===== config.mk =====
export PLATFORM = sky130hd
export DESIGN_NAME = ahfp_fixed_2_float_pipe
export DESIGN_NICKNAME = d
export VERILOG_FILES = /design/src/rtl/ahfp_fixed_2_float_pipe.sv
export SDC_FILE = /design/constraint.sdc
export NUM_CORES = 1
export LEC_CHECK = 0
export BUFFER_PORTS_ARGS = -buffer_cell sky130_fd_sc_hd__buf_2
export CAP_MARGIN = 10
export CORE_MARGIN = 2
export CORE_UTILIZATION = 64
export DETAILED_ROUTE_END_ITERATION = 16
export HOLD_SLACK_MARGIN = 0.06
export PLACE_DENSITY = 0.86
export SKIP_LAST_GASP = 1
export SLEW_MARGIN = 20
export SYNTH_ARGS = -nofsm -noshare
export SYNTH_HDL_FRONTEND = slang
export SYNTH_SLANG_ARGS = --single-unit

===== constraint.sdc =====
create_clock -name clk -period 7.7 [get_ports clk]
set_input_delay 0.77 -clock clk [delete_from_list [all_inputs] [get_ports clk]]
set_output_delay 0.77 -clock clk [all_outputs]
set_load 0.02 [all_outputs]

===== src/rtl/ahfp_fixed_2_float_pipe.sv =====
// Signed fixed-point (IN_W bits, FRAC_W fraction bits) to IEEE-754 single, 3-stage pipeline.
// Define AHFP_ROUND_RNE_EN for round-to-nearest-even; otherwise the mantissa is truncated.
module ahfp_fixed_2_float_pipe #(
    parameter int IN_W   = 32,
    parameter int FRAC_W = 16
) (
    input  logic            clk,
    input  logic            rst,
    input  logic            in_valid,
    output logic            in_ready,
    input  logic [IN_W-1:0] in_data,
    output logic            out_valid,
    input  logic            out_ready,
    output logic [31:0]     out_data
);
    localparam int PW = $clog2(IN_W);
`ifdef AHFP_ROUND_RNE_EN
    localparam bit RNE = 1'b1;
`else
    localparam bit RNE = 1'b0;
`endif

    logic [2:0] vld_q, vld_d;
    logic       stall;

    logic            s1_sign_q, s1_sign_d;
    logic [IN_W-1:0] s1_mag_q, s1_mag_d;
    logic            s2_sign_q;
    logic [PW-1:0]   s2_p_q, s2_p_d;
    logic [IN_W-1:0] s2_norm_q, s2_norm_d;
    logic [31:0]     s3_q, s3_d;

    // A stall freezes every stage at once, so nothing moves or drops.
    assign stall     = vld_q[2] & ~out_ready;
    assign in_ready  = ~stall;
    assign out_valid = vld_q[2];
    assign out_data  = rst ? 32'h0 : s3_q;
    assign vld_d     = {vld_q[1:0], in_valid};

    // S1: sign and unsigned magnitude; the most negative value stays representable.
    always_comb begin
        s1_sign_d = in_data[IN_W-1];
        s1_mag_d  = in_data[IN_W-1] ? (~in_data + IN_W'(1)) : in_data;
    end

    // S2: leading-one position and left-normalise so the leading one sits at the MSB.
    always_comb begin
        s2_p_d = '0;
        for (int i = 0; i < IN_W; i++) begin
            if (s1_mag_q[i]) s2_p_d = PW'(i);
        end
        s2_norm_d = s1_mag_q << (PW'(IN_W - 1) - s2_p_d);
    end

    // S3: round, adjust exponent, pack.
    logic                 s3_nz;
    logic [IN_W+22:0]     s3_ext;
    logic [22:0]          s3_man;
    logic                 s3_guard, s3_sticky, s3_rnd;
    logic [23:0]          s3_man_r;
    logic [7:0]           s3_exp;

    always_comb begin
        s3_nz     = s2_norm_q[IN_W-1];
        s3_ext    = {s2_norm_q[IN_W-2:0], 24'h0};
        s3_man    = s3_ext[IN_W+22 -: 23];
        s3_guard  = s3_ext[IN_W-1];
        s3_sticky = |s3_ext[IN_W-2:0];
        s3_rnd    = RNE & s3_guard & (s3_sticky | s3_man[0]);
        // On carry-out the low 23 bits are already zero; only the exponent moves.
        s3_man_r  = {1'b0, s3_man} + 24'(s3_rnd);
        s3_exp    = 8'd127 + 8'(s2_p_q) - 8'(FRAC_W) + 8'(s3_man_r[23]);
        s3_d      = s3_nz ? {s2_sign_q, s3_exp, s3_man_r[22:0]} : 32'h0;
    end

    always_ff @(posedge clk) begin
        if (rst) begin
            vld_q <= '0;
            s3_q  <= '0;
        end else if (!stall) begin
            vld_q <= vld_d;
            if (vld_q[1]) s3_q <= s3_d;
        end
    end

    always_ff @(posedge clk) begin
        if (!stall) begin
            if (in_valid) begin
                s1_sign_q <= s1_sign_d;
                s1_mag_q  <= s1_mag_d;
            end
            if (vld_q[0]) begin
                s2_sign_q <= s1_sign_q;
                s2_p_q    <= s2_p_d;
                s2_norm_q <= s2_norm_d;
            end
        end
    end
endmodule


* Yosys cells after proc, flatten, opt, wreduce, memory -nomap -nowiden
Index checks and enable logic that the tools add are counted.
** Operators by class
- $add $sub $neg :: 4
- Multiply operators :: 0
- Div/mod/pow operators :: 0
- Order comparisons :: 0
- Equality and inequality tests :: 0
- Shifts and indexed selects :: 1
- Multiplexer cells :: 34
- Bitwise gates (word level) :: 4
- Reductions and logical operators :: 3
** Operators by type and width (number)
- 2-to-1 mux 5 bit :: 30
- 2-to-1 mux 32 bit :: 2
- adder 32 x 1 -> 32 bit, second input constant :: 1
- NOT 32 bit :: 1
- left shift 32 x 5 -> 32 bit :: 1
- 2-to-1 mux 31 bit :: 1
- adder 7 x 5 -> 8 bit, first input constant :: 1
- subtractor 8 x 5 -> 8 bit, second input constant :: 1
- AND reduction 2 bit :: 3
- subtractor 5 bit, first input constant :: 1
- NOT 1 bit :: 2
- AND 1 bit :: 1
- 2-to-1 mux 1 bit :: 1
** Storage, ports and cells
- Register bits after elaboration :: 106
- Bits in latches :: 0
- RAM bits :: 0
- Bits in read-only memories :: 0
- Input port bits :: 36
- Output and inout bits :: 34
- Logic and storage cells :: 54
- Memories kept :: 0

* Depth between registers and ports, before layout
Gate-level depths: netlist of the first run.
- Depth after elaboration :: 33
- Gate-level depth with buffers :: 13
- Gate-level depth less buffers :: 10

* Worst setup path after synthesis of the first run
OpenSTA, ideal clock, no wires.
- Path kind :: input port to flip-flop
- Start :: in in_data[13]
- End :: reg s1_mag_q[29], data pin
- Library setup time :: 262 ps
- Arrival :: 2763 ps
- Data required time :: 7438 ps
- Slack :: 4675 ps
- Stages on the path :: 7
- Path buffers :: 0
- Cells stage by stage :: or4_1 -> or2_1 -> nand2b_1 -> or3_1 -> or3_1 -> o31ai_1 -> xnor2_1
** Between the ends
- Word-level cells in the longest chain between the ends :: 3
** Ends and longest elaborated chain
- from (decl) :: line 11 : input logic [IN_W-1:0] in_data,
- NOT 32 bit :: line 43 : s1_mag_d = in_data[IN_W-1] ? (~in_data + IN_W'(1)) : in_data;
- adder 32 x 1 -> 32 bit :: line 43
- 2-to-1 mux 31 bit :: line 43
- named net s1_mag_d[29] :: line 27 : logic [IN_W-1:0] s1_mag_q, s1_mag_d;
- to (signal assigned) :: line 90 : s1_mag_q <= s1_mag_d;
- to (decl) :: line 27
The timed path passes the listed nets, and every way through them passes these cells.
A chain may end at the register's enable or synchronous reset.

* Worst setup path after layout of the first run
- Start :: reg s1_mag_q[23]
- End :: reg s2_norm_q[24], data pin
** Between the ends
- Word-level cells in the longest chain between the ends :: 11
** Ends and longest elaborated chain
- 2-to-1 mux 5 bit (9 in a row) :: line 50 : if (s1_mag_q[i]) s2_p_d = PW'(i);
- subtractor 5 bit :: line 52 : s2_norm_d = s1_mag_q << (PW'(IN_W - 1) - s2_p_d);
- left shift 32 x 5 -> 32 bit * :: line 52
- named net s2_norm_d[24] :: line 30 : logic [IN_W-1:0] s2_norm_q, s2_norm_d;
- to (signal assigned) :: line 95 : s2_norm_q <= s2_norm_d;
- to (decl) :: line 30
Mark *: on every way through the listed nets, which the timed path passes. The rest lies on a longest branch.

==> results of run 1 <==
[cell type report]
cell class / instances / area, um2 / area share
Multi-Input combinational cell: 516 / 3382 / 0.4974
Clock inverter: 6 / 57.56 / 0.008465
Timing Repair Buffer: 74 / 382.9 / 0.05631
Inverter: 22 / 85.08 / 0.01251
Tap cell: 129 / 161.4 / 0.02374
Clock buffer: 10 / 137.6 / 0.02024
Sequential cell: 98 / 2592 / 0.3813
[critical path: cells and delay by family, from the launching register on]
kind	cells	cell delay, ns
AOI/OAI and AO/OA	4	1.36
buffers and inverters	1	0.46
muxes	1	0.32
and+or+nand+nor	4	1.34
DFF	1	0.48
[cells in the mapped netlist, types with 7 or more instances]
cell type / count
edfxtp_1: 63
nor2_1: 53
nand2_1: 43
nor2b_1: 36
dfxtp_1: 35
a21oi_1: 31
o21ai_0: 31
a21o_1: 29
clkbuf_1: 29
mux2i_1: 29
and3_1: 28
xnor2_1: 24
nand3_1: 19
a211oi_1: 18
inv_1: 17
nor3_1: 17
nor4_1: 14
o21ai_1: 9
o22ai_1: 9
xor2_1: 8
buf_2: 7
nand2b_1: 7
o211ai_1: 7
[final timing paths]
| path | from | endpoint | depth (start not counted) |
|---|---|---|---|
| max | s1_mag_q[23] | s2_norm_q[24] | 10 |
| min | s1_sign_q | s2_sign_q | 0 |
| max reg2reg | s1_mag_q[23] | s2_norm_q[24] | 10 |
| min reg2reg | s1_sign_q | s2_sign_q | 0 |
[cell families (layout without fill, tap and decap cells)]
kind of cell	after synthesis	in the layout	synth area share
XOR/XNOR	32	32	0.04502
AO/OA/AOI/OAI	205	205	0.2315
buffers and inverters	61	112	0.04039
multiplexers	35	35	0.05748
AND/OR/NAND/NOR	242	242	0.2052
flip-flops	98	98	0.4164
adder cells (fa/ha/maj)	2	2	0.004019
[stage by stage]
stage               hold WS, ns  instance area (um2)  instances  utilization  power (mW)
finish                   0.4964                 6799        855       0.7289       1.239
global placement         0.4428                 6604        839       0.7080      0.9022
detailed placement       0.4683                 6604        839       0.7080      0.9070
floorplan                0.4003                 6226        675            -      0.8262
CTS                      0.4920                 6799        855       0.7289       1.230
global route             0.5053                 6799        855       0.7289       1.288
[layer usage]
layer  share of wire  global-route usage  wire length [um]  vias to the layer above
met5               0                   0                 0                        -
met4           0.043              0.1569               679                        0
met3           0.071             0.04339              1125                       59
met2            0.48              0.5249              7585                      323
met1            0.41              0.3825              6495                     2530
li1                -                   -                 -                     2635
[flip-flops by register name, indices dropped and copies added, names as in the netlist]
signal / cells
s2_norm_q: 24
s1_sign_q: 1
s2_p_q: 5
s3_q: 32
s1_mag_q: 32
vld_q: 3
s2_sign_q: 1
[power by group through the flow]
stage | registers (mW) | logic, mW | clock network, mW
global placement | 0.639 | 0.263 | 0
floorplan | 0.629 | 0.197 | 0
CTS | 0.629 | 0.267 | 0.333
global route | 0.635 | 0.297 | 0.357
detailed placement | 0.641 | 0.266 | 0
finish | 0.630 | 0.275 | 0.333
==> flow_metrics.env, run 1 <==
export IMPL_power_frac_clock=0.269
export IMPL_synth_edff_count=63
export IMPL_io_buffers=69
export IMPL_grt_overflow=0
export IMPL_die_x_um=102.6
export IMPL_crit_path_frequent_cell="nand2_1"
export IMPL_setup_viol_count_final=0
export IMPL_clk_path_buf_depth=2
export IMPL_seq_area_frac_synth=0.4164
export IMPL_cp_end_kind="flop"
export IMPL_final_cell_mix="buf_2, edfxtp_1, nor2_1, nand2_1, nor2b_1"
export IMPL_ios=70
export IMPL_slowest_delay_ns=0.71
export IMPL_yosys_area_top_type_share=0.3039
export IMPL_netlist_cell_type_count=76
export IMPL_required_ns=7.85
export IMPL_critical_path_startpoint_type="flop"
export IMPL_die_y_um=102.6
export IMPL_cts_sinks=98
export IMPL_period_needed_ns=4.187
export IMPL_max_cap_violations=0
export IMPL_cellInternalPower_mw=0.8363
export IMPL_fillCellCount=731
export IMPL_gp_congestion=1.072
export IMPL_tns_ns=0
export IMPL_cp_cell_sequence="nor4_1 -> nand2_1 -> a211o_1 -> nand2_1 -> inv_2 -> a211oi_1 -> nor3_1 -> mux2_2 -> o221a_1 -> o311ai_1"
export IMPL_seq_power_share=0.509
export IMPL_ys_top_cells_by_area="edfxtp_1, dfxtp_1, mux2i_1"
export IMPL_rsz0062_at_grt="false"
export IMPL_core_area_mm2=0.009328
export IMPL_drt_total_wl_um=15890
export IMPL_synth_flop_cell="edfxtp_1"
export IMPL_grt_pass1_wl_um=25290
export IMPL_critPathSlowestCell="nand2_1"
export IMPL_hold_path_class="reg -> reg"
export IMPL_max_freq_mhz=238.9
export IMPL_power_per_cell_area_mw_per_mm2=182.2
export IMPL_hold_violations=0
export IMPL_routedWlPerCell_um=18.58
export IMPL_vias=5547
export IMPL_arrival_ns=4.33
export IMPL_drive_above_1_share=0.1543
export IMPL_slew_violations=0
export IMPL_async_flop_share=0
export IMPL_die_area_mm2=0.01053
export IMPL_swShare=0.3248
export IMPL_maxSlewHeadroom=0.3286
export IMPL_ctsRootBufferMaster="clkbuf_8"
export IMPL_layout_commonest_cell="buf_2"
export IMPL_nets=759
export IMPL_synth_cell_area_mm2=0.006226
export IMPL_ant_nets=0
export IMPL_status="completed"
export IMPL_synthToLayoutAreaGrowth_pct=9.204
export IMPL_yosys_warnings=0
export IMPL_syn_avg_cell_area_um2=9.224
export IMPL_postCtsHoldBufs=0
export IMPL_drt_iter0_markers=408
export IMPL_switchingPower_mw=0.4024
export IMPL_cts_resized=0
export IMPL_cts_htree_levels=3
export IMPL_grt_max_degree=37
export IMPL_cts_tree="built"
export IMPL_worstPathMaxFanout=26
export IMPL_leakagePower_nw=2.889
export IMPL_fin_ws_ns=3.513
export IMPL_finalCritPeriodShare=0.5437
export IMPL_cts_reportedPaths_clkPinSlew_ns=0.10
export IMPL_antenna_cells=0
export IMPL_finalClockSkew_ns=0.01735
export IMPL_hpwl_um=11740
export IMPL_cts_setup_buffers=0
export IMPL_dp_slack_ns=3.648
export IMPL_clock_latency_ns=0.38
export IMPL_rows=35
export IMPL_yosysTopAreaCell="edfxtp_1"
export IMPL_path_class="reg -> reg"
export IMPL_antenna_found_initial=0
export IMPL_drc=0
export IMPL_drtPass1Iterations=5
export IMPL_drt_vias_per_instance=6.488
export IMPL_netlist_instances=675
export IMPL_r2r_slack_ns=3.51
export IMPL_worstMarginPinSlew_ns=1.005
export IMPL_syn_num_nets=713
export IMPL_combPwrFrac=0.222
export IMPL_peakVddDrop_v=0.00009196
export IMPL_initial_utilization=0.6675
export IMPL_numCtsBuffers=9
export IMPL_grt_pass1_vias=5113
export IMPL_ys_ff_latch=98
export IMPL_grt_usage=0.3081
Power figures use the tool's default switching activity.
==> run 2, diff against run 1 <==
- CORE_UTILIZATION: 64 -> 59
- PLACE_DENSITY: 0.86 -> 0.8
- clock period: 7.7 -> 4.1 ns (I/O delays scaled with it)
==> run 2 against run 1 <==
Critical path depth stayed put. Clock skew is 0.0028 ns lower. Design area is 0.75% higher. Critical endpoint is now s2_norm_q[29]. Count of clock-buffer cells in the layout is 1 higher. Combinational power is 90% higher. Worst setup slack worse by 2.8 ns. Clock power is 84% higher. Die area is 8.1% higher. Global-route usage is 1.3 points lower. Via count is 0.83% higher. Maximum frequency is 22% higher.
==> flow_metrics.env, run 2 (synthesis results as in run 1) <==
export IMPL_die_y_um=106.7
export IMPL_hpwl_um=12560
export IMPL_ant_nets=0
export IMPL_routedWlPerCell_um=19.16
export IMPL_layout_commonest_cell="buf_2"
export IMPL_drc=0
export IMPL_ctsRootBufferMaster="clkbuf_8"
export IMPL_cts_setup_buffers=0
export IMPL_cts_resized=0
export IMPL_numCtsBuffers=9
export IMPL_required_ns=4.23
export IMPL_leakagePower_nw=2.921
export IMPL_path_class="reg -> reg"
export IMPL_rows=37
export IMPL_power_frac_clock=0.264
export IMPL_critical_path_startpoint_type="flop"
export IMPL_finalCritPeriodShare=0.8343
export IMPL_placed_cells_incl_taps=853
export IMPL_rsz0062_at_grt="false"
export IMPL_power_per_cell_area_mw_per_mm2=338.4
export IMPL_drt_iter0_markers=402
export IMPL_grt_max_degree=37
export IMPL_clock_latency_ns=0.38
export IMPL_ios=70
export IMPL_dp_slack_ns=0.7965
export IMPL_status="completed"
export IMPL_io_buffers=69
export IMPL_cp_cell_sequence="nand2b_1 -> a221oi_1 -> nor4_1 -> o21ai_4 -> nand2_8 -> inv_4 -> mux2i_1 -> mux2_2 -> o22ai_1 -> or4_1"
export IMPL_fillCellCount=870
export IMPL_gp_congestion=1.002
export IMPL_hold_ws_ns=0.2527
export IMPL_synthToLayoutAreaGrowth_pct=10.03
export IMPL_drt_vias_per_instance=6.436
export IMPL_finalClockSkew_ns=0.01457
export IMPL_antenna_found_initial=0
export IMPL_fin_util=0.6665
export IMPL_hold_path_class="in -> reg"
export IMPL_vias=5593
export IMPL_drtPass1Iterations=5
export IMPL_seq_power_share=0.510
export IMPL_grt_overflow=0
export IMPL_cellInternalPower_mw=1.582
export IMPL_initial_utilization=0.6058
export IMPL_combPwrFrac=0.226
export IMPL_hold_violations=0
export IMPL_nets=766
export IMPL_peakVddDrop_v=0.0002138
export IMPL_grt_pass1_wl_um=26390
export IMPL_tns_ns=0
export IMPL_critPathSlowestCell="o21ai_4"
export IMPL_drt_total_wl_um=16650
export IMPL_slowest_delay_ns=0.52
export IMPL_die_area_mm2=0.01139
export IMPL_arrival_ns=3.55
export IMPL_critPathTopFamily="simple AND/OR/NAND/NOR gates"
export IMPL_drive_above_1_share=0.1610
export IMPL_grt_usage=0.2950
export IMPL_swShare=0.3175
export IMPL_placed_area_mm2=0.006665
export IMPL_max_freq_mhz=292.3
export IMPL_max_cap_violations=0
export IMPL_postCtsHoldBufs=0
export IMPL_cts_tree="built"
export IMPL_slew_violations=0
export IMPL_clk_path_buf_depth=2
export IMPL_final_cell_mix="buf_2, edfxtp_1, nor2_1, nand2_1, nor2b_1"
export IMPL_maxSlewHeadroom=0.2911
export IMPL_die_x_um=106.7
export IMPL_cp_end_kind="flop"
export IMPL_setup_viol_count_final=0
export IMPL_worstPathMaxFanout=24
export IMPL_largestRegisters="s1_mag_q: 32 flops, s3_q: 32 flops, s2_norm_q: 24 flops"
export IMPL_antenna_cells=0
export IMPL_fin_ws_ns=0.6793
export IMPL_core_area_mm2=0.01028
export IMPL_period_needed_ns=3.421
export IMPL_cts_htree_levels=3
export IMPL_crit_buf_inv=1
export IMPL_grt_pass1_vias=5180
export IMPL_worstMarginPinSlew_ns=1.061
export IMPL_total_power_mw=2.318
export IMPL_finalNonFillerCells=869
export IMPL_switchingPower_mw=0.7362
export IMPL_final_cell_area_mm2=0.006850
export IMPL_cts_sinks=98
export IMPL_cts_reportedPaths_clkPinSlew_ns=0.10
## run 2: changes by cell type in the layout (fill, tap and decap cells not counted), moves of 2 or more
cell / previous run / this run
inv_8: 2 / 0
clkinv_4: 4 / 0
inv_6: 0 / 2
clkinv_2: 0 / 3
buf_4: 5 / 12
## run 2: power by group through the flow
stage	clock (mW)	sequential [mW]	combinational [mW]
global placement	0	1.20	0.500
floorplan	0	1.18	0.370
global route	0.645	1.19	0.564
CTS	0.615	1.18	0.512
finish	0.612	1.18	0.523
detailed placement	0	1.20	0.508
## run 2: final cells by class
cell class / count / area (um2) / share of cell area
Clock buffer: 11 / 152.6 / 0.02228
Clock inverter: 5 / 32.53 / 0.004749
Inverter: 22 / 85.08 / 0.01242
Multi-Input combinational cell: 516 / 3382 / 0.4937
Sequential cell: 98 / 2592 / 0.3784
Tap cell: 136 / 170.2 / 0.02484
Timing Repair Buffer: 81 / 435.4 / 0.06356
## run 2: metal layers
metal  part of all wire  up-vias  global-route usage
li1                   -     2643                   -
met1               0.41     2583              0.3709
met2               0.48      307              0.4973
met3              0.060       60             0.03100
met4              0.051        0              0.1633
met5                  0        -                   0
## run 2: worst paths after layout
check / from / to / slack (ns) / cells past startpoint
hold reg to reg: s1_sign_q / s2_sign_q / 0.47 / 0
setup / recovery: s1_mag_q[2] / s2_norm_q[29] / 0.68 / 10
hold / removal: in_data[0] / s1_mag_q[0] / 0.25 / 1
setup reg to reg: s1_mag_q[2] / s2_norm_q[29] / 0.68 / 10
## run 2: worst register-to-register path: cells and delay by family, from the launching register on
kind / cells / cell delay, ns
AND/OR/NAND/NOR: 4 / 0.97
flip-flops: 1 / 0.48
buffers and inverters: 1 / 0.26
AO/OA/AOI/OAI: 3 / 0.87
multiplexers: 2 / 0.58
